[src/rtl/pipe_ctrl.sv]
// Decode-stage acceptance and EX/MEM/WB control pipeline for a simple in-order core.
// Handles load-use stalls, branch flushes and a sticky halt that lets older work drain.
module pipe_ctrl #(
  parameter int             IW     = 16,
  parameter int             OPW    = 4,
  parameter int             RW     = 4,
  parameter logic [OPW-1:0] OP_LW  = 4'b1000,
  parameter logic [OPW-1:0] OP_SW  = 4'b1001,
  parameter logic [OPW-1:0] OP_B   = 4'b1100,
  parameter logic [OPW-1:0] OP_BR  = 4'b1101,
  parameter logic [OPW-1:0] OP_HLT = 4'b1111
) (
  input  logic           clk,
  input  logic           rst,
  input  logic [IW-1:0]  instr,
  input  logic           instr_valid,
  output logic           instr_ready,
  input  logic           flush,
  output logic           ex_valid,
  output logic [OPW-1:0] ex_opcode,
  output logic           mem_valid,
  output logic           mem_en,
  output logic           mem_wr,
  output logic           wb_valid,
  output logic [RW-1:0]  wb_dst,
  output logic           wb_we,
  output logic           hazard,
  output logic           halted
);

  // Handshake: instr is consumed on a rising edge where instr_valid & instr_ready;
  // otherwise the upstream must hold instr stable and EX takes a bubble.
  logic [OPW-1:0] w_op;
  logic [RW-1:0]  w_dst;
  logic [RW-1:0]  w_src1;
  logic [RW-1:0]  w_src2;
  logic           w_mem_en;
  logic           w_mem_wr;
  logic           w_we;
  logic           w_is_load;
  logic           w_is_hlt;
  logic           w_accept;

  logic           r_ex_valid;
  logic [OPW-1:0] r_ex_opcode;
  logic [RW-1:0]  r_ex_dst;
  logic           r_ex_mem_en;
  logic           r_ex_mem_wr;
  logic           r_ex_we;
  logic           r_ex_is_load;
  logic           r_ex_is_hlt;

  logic           r_mem_valid;
  logic [RW-1:0]  r_mem_dst;
  logic           r_mem_en;
  logic           r_mem_wr;
  logic           r_mem_we;
  logic           r_mem_is_hlt;

  logic           r_wb_valid;
  logic [RW-1:0]  r_wb_dst;
  logic           r_wb_we;
  logic           r_wb_is_hlt;

  logic           r_halt_seen;
  logic           r_halted;

  assign w_op      = instr[IW-1 -: OPW];
  assign w_dst     = instr[IW-OPW-1 -: RW];
  assign w_src1    = instr[IW-OPW-RW-1 -: RW];
  assign w_src2    = instr[IW-OPW-2*RW-1 -: RW];

  assign w_mem_en  = (w_op == OP_LW) || (w_op == OP_SW);
  assign w_mem_wr  = (w_op == OP_SW);
  assign w_we      = !((w_op == OP_SW) || (w_op == OP_B) || (w_op == OP_BR) || (w_op == OP_HLT));
  assign w_is_load = (w_op == OP_LW);
  assign w_is_hlt  = (w_op == OP_HLT);

  // A write to r0 is architecturally discarded, so it never creates a dependency.
  assign hazard      = instr_valid & r_ex_valid & r_ex_is_load & (r_ex_dst != '0) &
                       ((r_ex_dst == w_src1) | (r_ex_dst == w_src2));
  assign instr_ready = ~hazard & ~r_halt_seen & ~flush;
  assign w_accept    = instr_valid & instr_ready;

  always_ff @(posedge clk or negedge rst) begin
    if (!rst) begin
      r_ex_valid   <= 1'b0;
      r_ex_opcode  <= '0;
      r_ex_dst     <= '0;
      r_ex_mem_en  <= 1'b0;
      r_ex_mem_wr  <= 1'b0;
      r_ex_we      <= 1'b0;
      r_ex_is_load <= 1'b0;
      r_ex_is_hlt  <= 1'b0;
    end else begin
      r_ex_valid <= w_accept;
      if (w_accept) begin
        r_ex_opcode  <= w_op;
        r_ex_dst     <= w_dst;
        r_ex_mem_en  <= w_mem_en;
        r_ex_mem_wr  <= w_mem_wr;
        r_ex_we      <= w_we;
        r_ex_is_load <= w_is_load;
        r_ex_is_hlt  <= w_is_hlt;
      end
    end
  end

  always_ff @(posedge clk or negedge rst) begin
    if (!rst) begin
      r_mem_valid  <= 1'b0;
      r_mem_dst    <= '0;
      r_mem_en     <= 1'b0;
      r_mem_wr     <= 1'b0;
      r_mem_we     <= 1'b0;
      r_mem_is_hlt <= 1'b0;
      r_wb_valid   <= 1'b0;
      r_wb_dst     <= '0;
      r_wb_we      <= 1'b0;
      r_wb_is_hlt  <= 1'b0;
    end else begin
      r_mem_valid  <= r_ex_valid;
      r_mem_dst    <= r_ex_dst;
      r_mem_en     <= r_ex_mem_en;
      r_mem_wr     <= r_ex_mem_wr;
      r_mem_we     <= r_ex_we;
      r_mem_is_hlt <= r_ex_is_hlt;
      r_wb_valid   <= r_mem_valid;
      r_wb_dst     <= r_mem_dst;
      r_wb_we      <= r_mem_we;
      r_wb_is_hlt  <= r_mem_is_hlt;
    end
  end

  // halt_seen blocks new work at acceptance; halted reports retirement one cycle after WB.
  always_ff @(posedge clk or negedge rst) begin
    if (!rst) begin
      r_halt_seen <= 1'b0;
      r_halted    <= 1'b0;
    end else begin
      if (w_accept && w_is_hlt) r_halt_seen <= 1'b1;
      if (r_wb_valid && r_wb_is_hlt) r_halted <= 1'b1;
    end
  end

  assign ex_valid  = r_ex_valid;
  assign ex_opcode = r_ex_opcode;
  assign mem_valid = r_mem_valid;
  assign mem_en    = r_mem_valid & r_mem_en;
  assign mem_wr    = r_mem_valid & r_mem_wr;
  assign wb_valid  = r_wb_valid;
  assign wb_dst    = r_wb_dst;
  assign wb_we     = r_wb_valid & r_wb_we;
  assign halted    = r_halted;

endmodule

[config.mk]
export PLATFORM = sky130hd
export DESIGN_NAME = pipe_ctrl
export DESIGN_NICKNAME = d
export VERILOG_FILES = /design/src/rtl/pipe_ctrl.sv
export SDC_FILE = /design/constraint.sdc
export NUM_CORES = 1
export LEC_CHECK = 0
export BUFFER_PORTS_ARGS = -buffer_cell sky130_fd_sc_hd__buf_4
export CORE_MARGIN = 2
export CORE_UTILIZATION = 30
export DETAILED_ROUTE_END_ITERATION = 8
export PLACE_DENSITY_LB_ADDON = 0.3
export SLEW_MARGIN = 25
export SYNTH_ARGS = -nofsm -noshare
export SYNTH_HDL_FRONTEND = slang
export SYNTH_SLANG_ARGS = --single-unit
export TNS_END_PERCENT = 100
[constraint.sdc]
create_clock -name clk -period 2.49 [get_ports clk]
set_input_delay 0.1245 -clock clk [delete_from_list [all_inputs] [get_ports clk]]
set_output_delay 0.1245 -clock clk [all_outputs]
set_load 0.03 [all_outputs]
# Word level (Yosys, flattened, before mapping)
# Index checks and enable logic that the tools add are counted.
# word_totals
ff_bits	32
inputBits	20
output_inout_bits	17
word_cells	49
# classes
n_eq_ne	7
bitwise_logic	14
reduce_logical	8
# ops
operator	n
4-bit equality test (second input constant)	5
1-bit bitwise AND	10
4-bit equality test	2
1-bit logical OR	4
4-bit nonzero test	1
1-bit NOT	3
1-bit logical AND	2
1-bit logical NOT	1
1-bit bitwise OR	1

# Longest topological paths before layout
# Gate-level depths: netlist of run 1.
# logic_depth
depth_word	9
mapped_depth	7
depth_no_buf	5

# Worst setup path before layout of run 1
# No wires, ideal clock.
# synth_timing
kind	register to register
from	register r_ex_dst[1]
to	register r_ex_opcode[0], in the netlist ex_opcode[0]
setup_time_ns	0.125
arrival_ns	2.192
required_ns	2.365
slack_ns	0.173
path_stages_with_launch	8
n_path_buf	2
period_less_slack_ns	2.317
cell_sequence	dfrtp_1 > or4_1 > nand4_1 > a21oi_2 > or4b_1 > buf_6 > buf_12 > mux2_4
# synth_via
elab_chain_cells	7
word_cells_on_any_way	10
classes_between	eq/ne: 2; bitwise: 7; reduce/logical: 1
# synth_rtl
item	line	text
start, declared	46	logic [RW-1:0] r_ex_dst;
start signal, assigned	99	r_ex_dst <= w_dst;
4-bit equality test / 4-bit nonzero test (equally long branches)	81, 80	
1-bit bitwise OR / 1-bit bitwise AND (equally long branches)	81, 80	
1-bit bitwise AND *	80	assign hazard = instr_valid & r_ex_valid & r_ex_is_load & (r_ex_dst != '0) &
net hazard	27	output logic hazard,
1-bit NOT *	82	assign instr_ready = ~hazard & ~r_halt_seen & ~flush;
1-bit bitwise AND * (2 in a row)	82	
1-bit bitwise AND *	83	assign w_accept = instr_valid & instr_ready;
end signal, assigned	98	r_ex_opcode <= w_op;
end, declared	45	logic [OPW-1:0] r_ex_opcode;
# The timed path passes the listed nets; every way through them passes the cells marked *.
# A chain may end at the register's enable or synchronous reset.

# Final worst setup path of run 1
# layout_timing
from	register r_ex_dst[3]
to	register r_ex_opcode[0], in the netlist ex_opcode[0]
# layout_via
elab_chain_cells	7
word_cells_on_any_way	10
classes_between	eq/ne: 2; bitwise: 7; reduce/logical: 1
# layout_rtl
item	line
4-bit equality test / 4-bit nonzero test (equally long branches)	81, 80
1-bit bitwise OR / 1-bit bitwise AND (equally long branches)	81, 80
1-bit bitwise AND *	80
1-bit NOT *	82
1-bit bitwise AND * (2 in a row)	82
1-bit bitwise AND *	83
# Mark *: on every way between the ends. The rest lies on a longest branch, timed or not.

==> results of run 1 <==
-- routing by layer --
layer,up-vias,part of all wire [%]
met1,364,45
met3,5,6.2
met2,25,46
met5,-,0
met4,0,1.9
li1,347,-
-- power groups by stage --
stage	clock network, mW	registers [mW]	logic, mW
6_report	0.475	0.664	0.350
3_3_place_gp	0	0.669	0.352
4_1_cts	0.493	0.666	0.356
2_1_floorplan	0	0.750	0.129
3_5_place_dp	0	0.674	0.354
5_1_grt	0.516	0.677	0.373
-- sequential cells by signal (all words and copies together), names as in the netlist, 4 cells and up --
name,count
ex_opcode,4
wb_dst,4
r_ex_dst,4
r_mem_dst,4
-- layout make-up --
type / count / area, sq um / area share, %
well taps: 50 / 62.6 / 3.76
clock inverters: 2 / 35.0 / 2.10
inverters: 2 / 7.51 / 0.451
clock buffers: 6 / 72.6 / 4.36
multi-input cells: 40 / 384 / 23.1
flip-flops and latches: 32 / 801 / 48.1
repair buffers: 40 / 303 / 18.2
-- kinds of logic after synthesis --
family | count (synthesis) | synth area share, %
buffers and inverters | 4 | 3.17
AND/OR/NAND/NOR | 15 | 8.18
AO/OA/AOI/OAI | 3 | 1.94
adder cells (fa/ha/maj) | 1 | 0.818
flip-flops | 32 | 65.4
XOR/XNOR | 8 | 5.73
multiplexers | 13 | 14.7
-- Yosys cell counts --
library cell	n	area, sq um
or4b_1	1	10.0
o21bai_1	1	7.51
buf_12	1	20.0
dfrtp_1	32	801
a21oi_2	1	8.76
nor2b_1	1	6.26
xnor2_1	8	70.1
maj3_1	1	10.0
inv_1	2	7.51
nor3b_1	1	7.51
nor3_1	1	5.00
nand2_1	1	3.75
mux2_2	4	45.0
and2_1	4	25.0
nand4_1	3	18.8
mux2_4	9	135
and4_1	1	8.76
or4_1	1	7.51
nand3b_1	1	7.51
buf_6	1	11.3
a21o_1	1	7.51
-- through the flow --
step / total power [mW] / setup WS [ns] / utilization, % / instances
2_1_floorplan: 0.879 / 0.173 / - / 76
3_3_place_gp: 1.02 / 0.262 / 39.0 / 163
3_5_place_dp: 1.03 / 0.222 / 39.0 / 163
4_1_cts: 1.52 / 0.211 / 41.9 / 172
5_1_grt: 1.57 / 0.119 / 41.9 / 172
6_report: 1.49 / 0.215 / 41.9 / 172
-- timing repair --
| item | 4_1_cts | 5_1_grt |
|---|---|---|
| resized for setup | 0 | 0 |
| hold buffers | 1 | 0 |
| endpoints found under the hold margin | 32 | 0 |
-- worst max-delay path by stage --
stage,cells after the start,endpoint
finish,6,ex_opcode[0]
global route,6,ex_opcode[0]
CTS,6,ex_opcode[0]
detailed placement,6,ex_opcode[2]
global placement,6,ex_opcode[0]
floorplan,7,ex_opcode[0]
==> metrics, run 1 <==
via count=741; PortBufs=36; Cell Area, Synth=1220 sq um; DIE AREA=4610 sq um; combinational power share=23.5%; crit-path max FO=13; largest net degree at the start of global routing=33; DRC viols=0; Worst EP arrival=2.44 ns; count of pins over their slew limit=0; TNS Setup=0 ns; syn_area_per_cell=16.1 sq um; crit start category=flip-flop; relative slew slack=74.7%; Top Usage Layer GRT=met2; met1 Use GR=14.3%; worst r2r src=r_ex_dst[3]; H-tree lvl count=2; HP Start=instr[10]; Flop pwr share=44.6%; CP startpoint=r_ex_dst[3]; Crit. End Element=flip-flop; Routed WL per cell=13.2 um; clock network power share=31.9%; commonest non-fill, non-tap cells in the layout=buf_4, dfrtp_1, mux2_4; Clock Skews=0.00295 ns; CTS clk-pin slew, worst paths=0.06 ns; fillers=396; worst path bufs/invs=1; Antenna Cells=0; Post-DP HPWL=1.71 mm; CTS tree=yes; final wirelength=2.28 mm; Post-Syn Nets=96; Clock Sink Count=32; Overflow after GRT=0; Final setup viols=0; Setup Buffers After CTS=0; Final Cell Area=1670 sq um; slew of the pin with the lowest slew margin=0.380 ns; most common cell after layout, fill and taps aside=buf_4; Die Y=67.9 um; hold path depth=2; Worst Path Required=2.65 ns; Root Buffer=clkbuf_8; RR Endpoint=ex_opcode[0]; slowest CP cell=or4b_1; final hold viol count=0; Final nets=141; Starting Density=30.8%; gpl congestion=0.849; maxcap violations=0; period utilisation layout=91.4%; DR pass1 iterations=3; CTS Buf Count=5; flop and latch count out of synthesis=32; Ys Warns=0; vias in the first global route=789; fraction of layout instances using a drive strength above 1=49.2%; post-synthesis cell count=76; delay-heaviest family, CP=simple AND/OR/NAND/NOR gates; Leak=0.812 nW; switch share=27.2%; Max VDD drop=0.467 mV; Fmax=0.440 GHz; Int Pwr=1.08 mW; fin crit period=2.28 ns; GRT Resource Usage Total=11.8%; outcome=completed; number of cell rows=23; met3 Use GR=5.59%; switching pwr=0.405 mW; Post-DRT Antenna Nets=0; I/O pin count=37; Die X=67.9 um; r2r setup slk=0.21 ns; area post-placement=1550 sq um; DRC marker count from the first detailed-route iteration=65; sequential area share after synthesis=65.4%; worst hold path class=input port to flip-flop; area grow syn2layout=36.1%; Hold Path End=r_ex_dst[2]; critical path, cell by cell=or4_1 > nand4_1 > a21oi_2 > or4b_1 > buf_4 > mux2_4; Vias/cell=4.31; RSZ-0062 raised after global routing=no; Skew-Pair Late Insertion Delay=0.28 ns; Clock Path Buffers=2; core outline area=3970 sq um; first-pass GRT wire length=3.79 mm; Worst Path Class, Setup=flip-flop to flip-flop; initial antenna violation count=0; met2 usage=17.5%; Netlist cell types=21; Reg2Reg Depth=6; WHS=0.0757 ns; Pwr per Cell Area=894 nW/um^2; max incr delay on CP=0.53 ns
No activity file was read; power rests on OpenSTA's default activity.
==> run 2: changes to the inputs <==
Settings changed: CTS_BUF_LIST set to sky130_fd_sc_hd__clkbuf_8, CTS_CLUSTER_SIZE set to 20.
Clock period 2.49 ns to 2.4 ns, I/O delays scaled along.
==> run 2 against run 1 <==
  * Clock skew is 0.0019 ns lower
  * Worst setup slack lost 0.014 ns
  * First-iteration DRC count is 37% lower
  * Sequential share of layout area unchanged
  * Maximum frequency increased by 3.4%
  * Total power rose by 3.6%
  * Wire length shrank 2.1%
  * Critical path type unchanged
  * Largest power group unchanged
==> metrics, run 2 (synthesis gave the netlist of run 1 again) <==
crit start category=flip-flop (unchanged); RSZ-0062 raised after global routing=no (unchanged); Clock Sink Count=32 (unchanged); gpl congestion=0.796 (was 0.849); vias in the first global route=790 (was 789); Die Y=67.9 um (unchanged); DR pass1 iterations=4 (was 3); core outline area=3970 sq um (unchanged); DRC marker count from the first detailed-route iteration=41 (was 65); CTS tree=yes (unchanged); fin util=41.9% (unchanged); Post-DRT Antenna Nets=0 (unchanged); H-tree lvl count=2 (unchanged); final wirelength=2.23 mm (was 2.28 mm); outcome=completed (unchanged); fin crit period=2.20 ns (was 2.28 ns); Overflow after GRT=0 (unchanged); Fmax=0.455 GHz (was 0.440 GHz); Worst Path Required=2.56 ns (was 2.65 ns); Leak=0.816 nW (was 0.812 nW); period utilisation layout=91.6% (was 91.4%); worst hold path class=input port to flip-flop (unchanged); Reg area=801 sq um (unchanged); relative slew slack=74.3% (was 74.7%); Antenna Cells=0 (unchanged); largest net degree at the start of global routing=33 (unchanged); Final nets=141 (unchanged); Skew-Pair Late Insertion Delay=0.28 ns (about the same); DRC viols=0 (unchanged); Worst Path Class, Setup=flip-flop to flip-flop (unchanged); cts repair resizes=0 (unchanged); Worst EP arrival=2.36 ns (was 2.44 ns); DIE AREA=4610 sq um (unchanged); fillers=391 (was 396); Tot Pwr=1.54 mW (was 1.49 mW); delay-heaviest family, CP=simple AND/OR/NAND/NOR gates (unchanged); crit-path max FO=14 (was 13); number of cell rows=23 (unchanged); I/O pin count=37 (unchanged); commonest non-fill, non-tap cells in the layout=buf_4, dfrtp_1, mux2_4 (unchanged); PortBufs=36 (unchanged); Starting Density=30.8% (unchanged); final hold viol count=0 (unchanged); maxcap violations=0 (unchanged); critical path, cell by cell=or4_1 > nand4_1 > a21oi_2 > or4b_1 > buf_4 > mux2_4 (unchanged); first-pass GRT wire length=3.92 mm (was 3.79 mm); GRT Resource Usage Total=12.0% (was 11.8%); Post-DP HPWL=1.66 mm (was 1.71 mm); TNS Setup=0 ns (unchanged); Routed WL per cell=13.0 um (was 13.2 um); footprint of the multi-input gates=384 sq um (unchanged); via count=750 (was 741); fraction of layout instances using a drive strength above 1=49.2% (unchanged); slowest CP cell=or4_1 (was or4b_1); Die X=67.9 um (unchanged); Max VDD drop=0.559 mV (was 0.467 mV); most common cell after layout, fill and taps aside=buf_4 (unchanged); Root Buffer=clkbuf_8 (unchanged); Clock Path Buffers=2 (unchanged); CTS Buf Count=5 (unchanged); Vias/cell=4.36 (was 4.31); Final setup viols=0 (unchanged); number of hold buffers added after cts=1 (unchanged); worst path bufs/invs=1 (unchanged); max incr delay on CP=0.47 ns (was 0.53 ns); area grow syn2layout=36.1% (unchanged); CTS clk-pin slew, worst paths=0.06 ns (about the same); Crit. End Element=flip-flop (unchanged); count of pins over their slew limit=0 (unchanged); initial antenna violation count=0 (unchanged); slew of the pin with the lowest slew margin=0.385 ns (was 0.380 ns); Pwr per Cell Area=926 nW/um^2 (was 894 nW/um^2); r2r setup slk=0.20 ns (was 0.21 ns); Clock Skews=0.00104 ns (was 0.00295 ns); Setup Buffers After CTS=0 (unchanged)
==> run 2: changes by cell type in the layout (fill, tap and decap cells not counted), sizes merged <==
cell / previous run / this run
clkbuf: 6 / 5
inv: 2 / 3
==> run 2: where the power goes <==
| group | switching (mW) | internal [mW] |
|---|---|---|
| Combinational | 0.183 | 0.180 |
| Sequential | 0.0525 | 0.636 |
| Clock | 0.187 | 0.303 |
==> run 2: worst paths after layout <==
path	startpoint	to	cells after the start
setup / recovery	r_ex_dst[3]	ex_opcode[1]	6
hold / removal	instr[8]	r_ex_dst[0]	2
setup reg to reg	r_ex_dst[3]	ex_opcode[1]	6
hold reg to reg	r_mem_dst[1]	wb_dst[1]	0
max in group asynchronous	rst	r_ex_mem_en	2
min in group asynchronous	rst	r_mem_dst[1]	2
==> run 2: layer usage <==
layer | vias up | track usage (%) | wire length, um | share of wire (%)
met5 | - | 0 | 0 | 0
met4 | 0 | 4.50 | 36 | 1.6
met3 | 5 | 5.10 | 135 | 6.1
met2 | 24 | 18.5 | 1070 | 48
met1 | 373 | 15.1 | 994 | 45
li1 | 348 | - | - | -
==> run 2: area by class of cell <==
| cell class | instances | share of cell area, % |
|---|---|---|
| sequential | 32 | 48.1 |
| multi-input combinational | 40 | 23.1 |
| clock inverter | 3 | 2.33 |
| timing repair buffer | 40 | 18.2 |
| tap | 50 | 3.76 |
| clock buffer | 5 | 4.13 |
| inverter | 2 | 0.451 |
==> run 2: per-stage QoR <==
| stage | hold WS (ns) | setup WS [ns] | instance area (sq um) | std cells |
|---|---|---|---|---|
| 2_1_floorplan | -0.176 | 0.0825 | 1220 | 76 |
| 3_3_place_gp | 0.0712 | 0.229 | 1550 | 163 |
| 3_5_place_dp | 0.0809 | 0.197 | 1550 | 163 |
| 4_1_cts | 0.0637 | 0.188 | 1670 | 172 |
| 5_1_grt | 0.0590 | 0.119 | 1670 | 172 |
| 6_report | 0.0682 | 0.201 | 1670 | 172 |
==> run 3: changes to the inputs <==
Settings changed: REMOVE_ABC_BUFFERS set to 1.
==> run 3 against run 2 <==
  * Critical path depth is the same
  * Largest cell class unchanged
  * Cell count grew 1.2%
  * Sequential power shrank 1%
  * Die area is the same
  * Critical path type unchanged
  * Sequential cell count is the same
==> metrics, run 3 (synthesis gave the netlist of run 1 again) <==
outcome=completed (unchanged); Setup Buffers After CTS=0 (unchanged); DR pass1 iterations=3 (was 4); Die Y=67.9 um (unchanged); Crit. End Element=flip-flop (unchanged); GRT Resource Usage Total=10.6% (was 12.0%); crit-path max FO=10 (was 14); Skew-Pair Late Insertion Delay=0.28 ns (about the same); most common cell after layout, fill and taps aside=buf_4 (unchanged); fin crit period=2.19 ns (was 2.20 ns); Starting Density=30.8% (unchanged); Max VDD drop=0.248 mV (was 0.559 mV); final hold viol count=0 (unchanged); Root Buffer=clkbuf_8 (unchanged); DRC viols=0 (unchanged); area grow syn2layout=37.3% (was 36.1%); Pwr per Cell Area=918 nW/um^2 (was 926 nW/um^2); count of pins over their slew limit=0 (unchanged); placed cells=165 (was 163); relative slew slack=74.1% (was 74.3%); DIE AREA=4610 sq um (unchanged); final non-filler cell total=174 (was 172); fraction of layout instances using a drive strength above 1=50.0% (was 49.2%); gpl congestion=0.732 (was 0.796); CTS Buf Count=5 (unchanged); Post-DRT Antenna Nets=0 (unchanged); core outline area=3970 sq um (unchanged); I/O pin count=37 (unchanged); Antenna Cells=0 (unchanged); Leak=0.825 nW (was 0.816 nW); area post-placement=1560 sq um (was 1550 sq um); Clock Skews=0.00536 ns (was 0.00104 ns); vias in the first global route=742 (was 790); Vias/cell=4.18 (was 4.36); Post-DP HPWL=1.56 mm (was 1.66 mm); Clock Path Buffers=2 (unchanged); crit start category=flip-flop (unchanged); Clock Sink Count=32 (unchanged); number of cell rows=23 (unchanged); commonest non-fill, non-tap cells in the layout=buf_4, dfrtp_1, mux2_4 (unchanged); first-pass GRT wire length=3.43 mm (was 3.92 mm); Reg area=801 sq um (unchanged); initial antenna violation count=0 (unchanged); fillers=382 (was 391); period utilisation layout=91.3% (was 91.6%); H-tree lvl count=2 (unchanged); Overflow after GRT=0 (unchanged); Final setup viols=0 (unchanged); Worst Path Required=2.56 ns (about the same); Die X=67.9 um (unchanged); CTS clk-pin slew, worst paths=0.07 ns (was 0.06 ns); DRC marker count from the first detailed-route iteration=32 (was 41); Final Cell Area=1680 sq um (was 1670 sq um); PortBufs=36 (unchanged); CTS tree=yes (unchanged); slew of the pin with the lowest slew margin=0.389 ns (was 0.385 ns); worst hold path class=input port to flip-flop (unchanged); largest net degree at the start of global routing=33 (unchanged); footprint of the multi-input gates=384 sq um (unchanged); Fmax=0.456 GHz (was 0.455 GHz); via count=728 (was 750); RSZ-0062 raised after global routing=no (unchanged); Final nets=143 (was 141); Worst EP arrival=2.35 ns (was 2.36 ns); maxcap violations=0 (unchanged); final wirelength=2.11 mm (was 2.23 mm); Worst Path Class, Setup=flip-flop to flip-flop (unchanged); Routed WL per cell=12.1 um (was 13.0 um)
## run 3: cell count changes in the layout (fill, tap and decap cells not counted)
cell and delta:
buf_4 +2
## run 3: worst max-delay path, stage by stage, from the launching register on
cell     delay (ns)
dfrtp_1        0.38
or4_1          0.52
nand4_1        0.12
a21oi_2        0.06
or4b_1         0.49
buf_4          0.21
mux2_4         0.31
## run 3: what timing repair did
item                       CTS  global route
setup endpoints to repair    0             0
resized for setup            0             0
hold endpoints to repair    32             0
hold buffers                 1             0
## run 3: layout make-up
| class | count | share of cell area (%) |
|---|---|---|
| Clock inverter | 3 | 2.31 |
| Sequential cell | 32 | 47.7 |
| Tap cell | 50 | 3.72 |
| Inverter | 2 | 0.447 |
| Multi-Input combinational cell | 40 | 22.9 |
| Clock buffer | 5 | 4.10 |
| Timing Repair Buffer | 42 | 18.9 |
## run 3: path summary, 6_finish.rpt
| path | from | end | slack (ns) | cells after the start |
|---|---|---|---|---|
| setup / recovery | r_ex_dst[1] | ex_opcode[2] | 0.21 | 6 |
| hold / removal | instr[11] | r_ex_dst[3] | 0.06 | 2 |
| setup reg to reg | r_ex_dst[1] | ex_opcode[2] | 0.21 | 6 |
| hold reg to reg | r_mem_we | r_wb_we | 0.35 | 0 |
| max in group asynchronous | rst | ex_opcode[1] | 1.81 | 2 |
| min in group asynchronous | rst | wb_valid | 0.30 | 2 |
## run 3: where the power goes
group	switching [mW]	internal (mW)
clock network	0.185	0.303
registers	0.0438	0.636
logic	0.187	0.186
total	0.416	1.13
## run 3: per-layer routing
| layer | up-vias | GRT usage (%) | routed length [um] |
|---|---|---|---|
| met1 | 339 | 12.4 | 916 |
| met5 | - | 0 | 0 |
| met2 | 26 | 16.3 | 1010 |
| met3 | 4 | 4.77 | 138 |
| met4 | 0 | 6.00 | 42 |
| li1 | 359 | - | - |
## run 3: per-stage QoR
stage	power, mW	util, %	setup TNS (ns)	hold WS [ns]	setup slack (ns)
after floorplan	0.905	-	-0.279	-0.176	-0.0276
after global placement	1.06	39.4	0	0.0665	0.261
after detailed placement	1.07	39.4	0	0.0767	0.220
after CTS	1.57	42.3	0	0.0485	0.204
after global routing	1.63	42.3	0	0.0505	0.136
final	1.54	42.3	0	0.0644	0.209
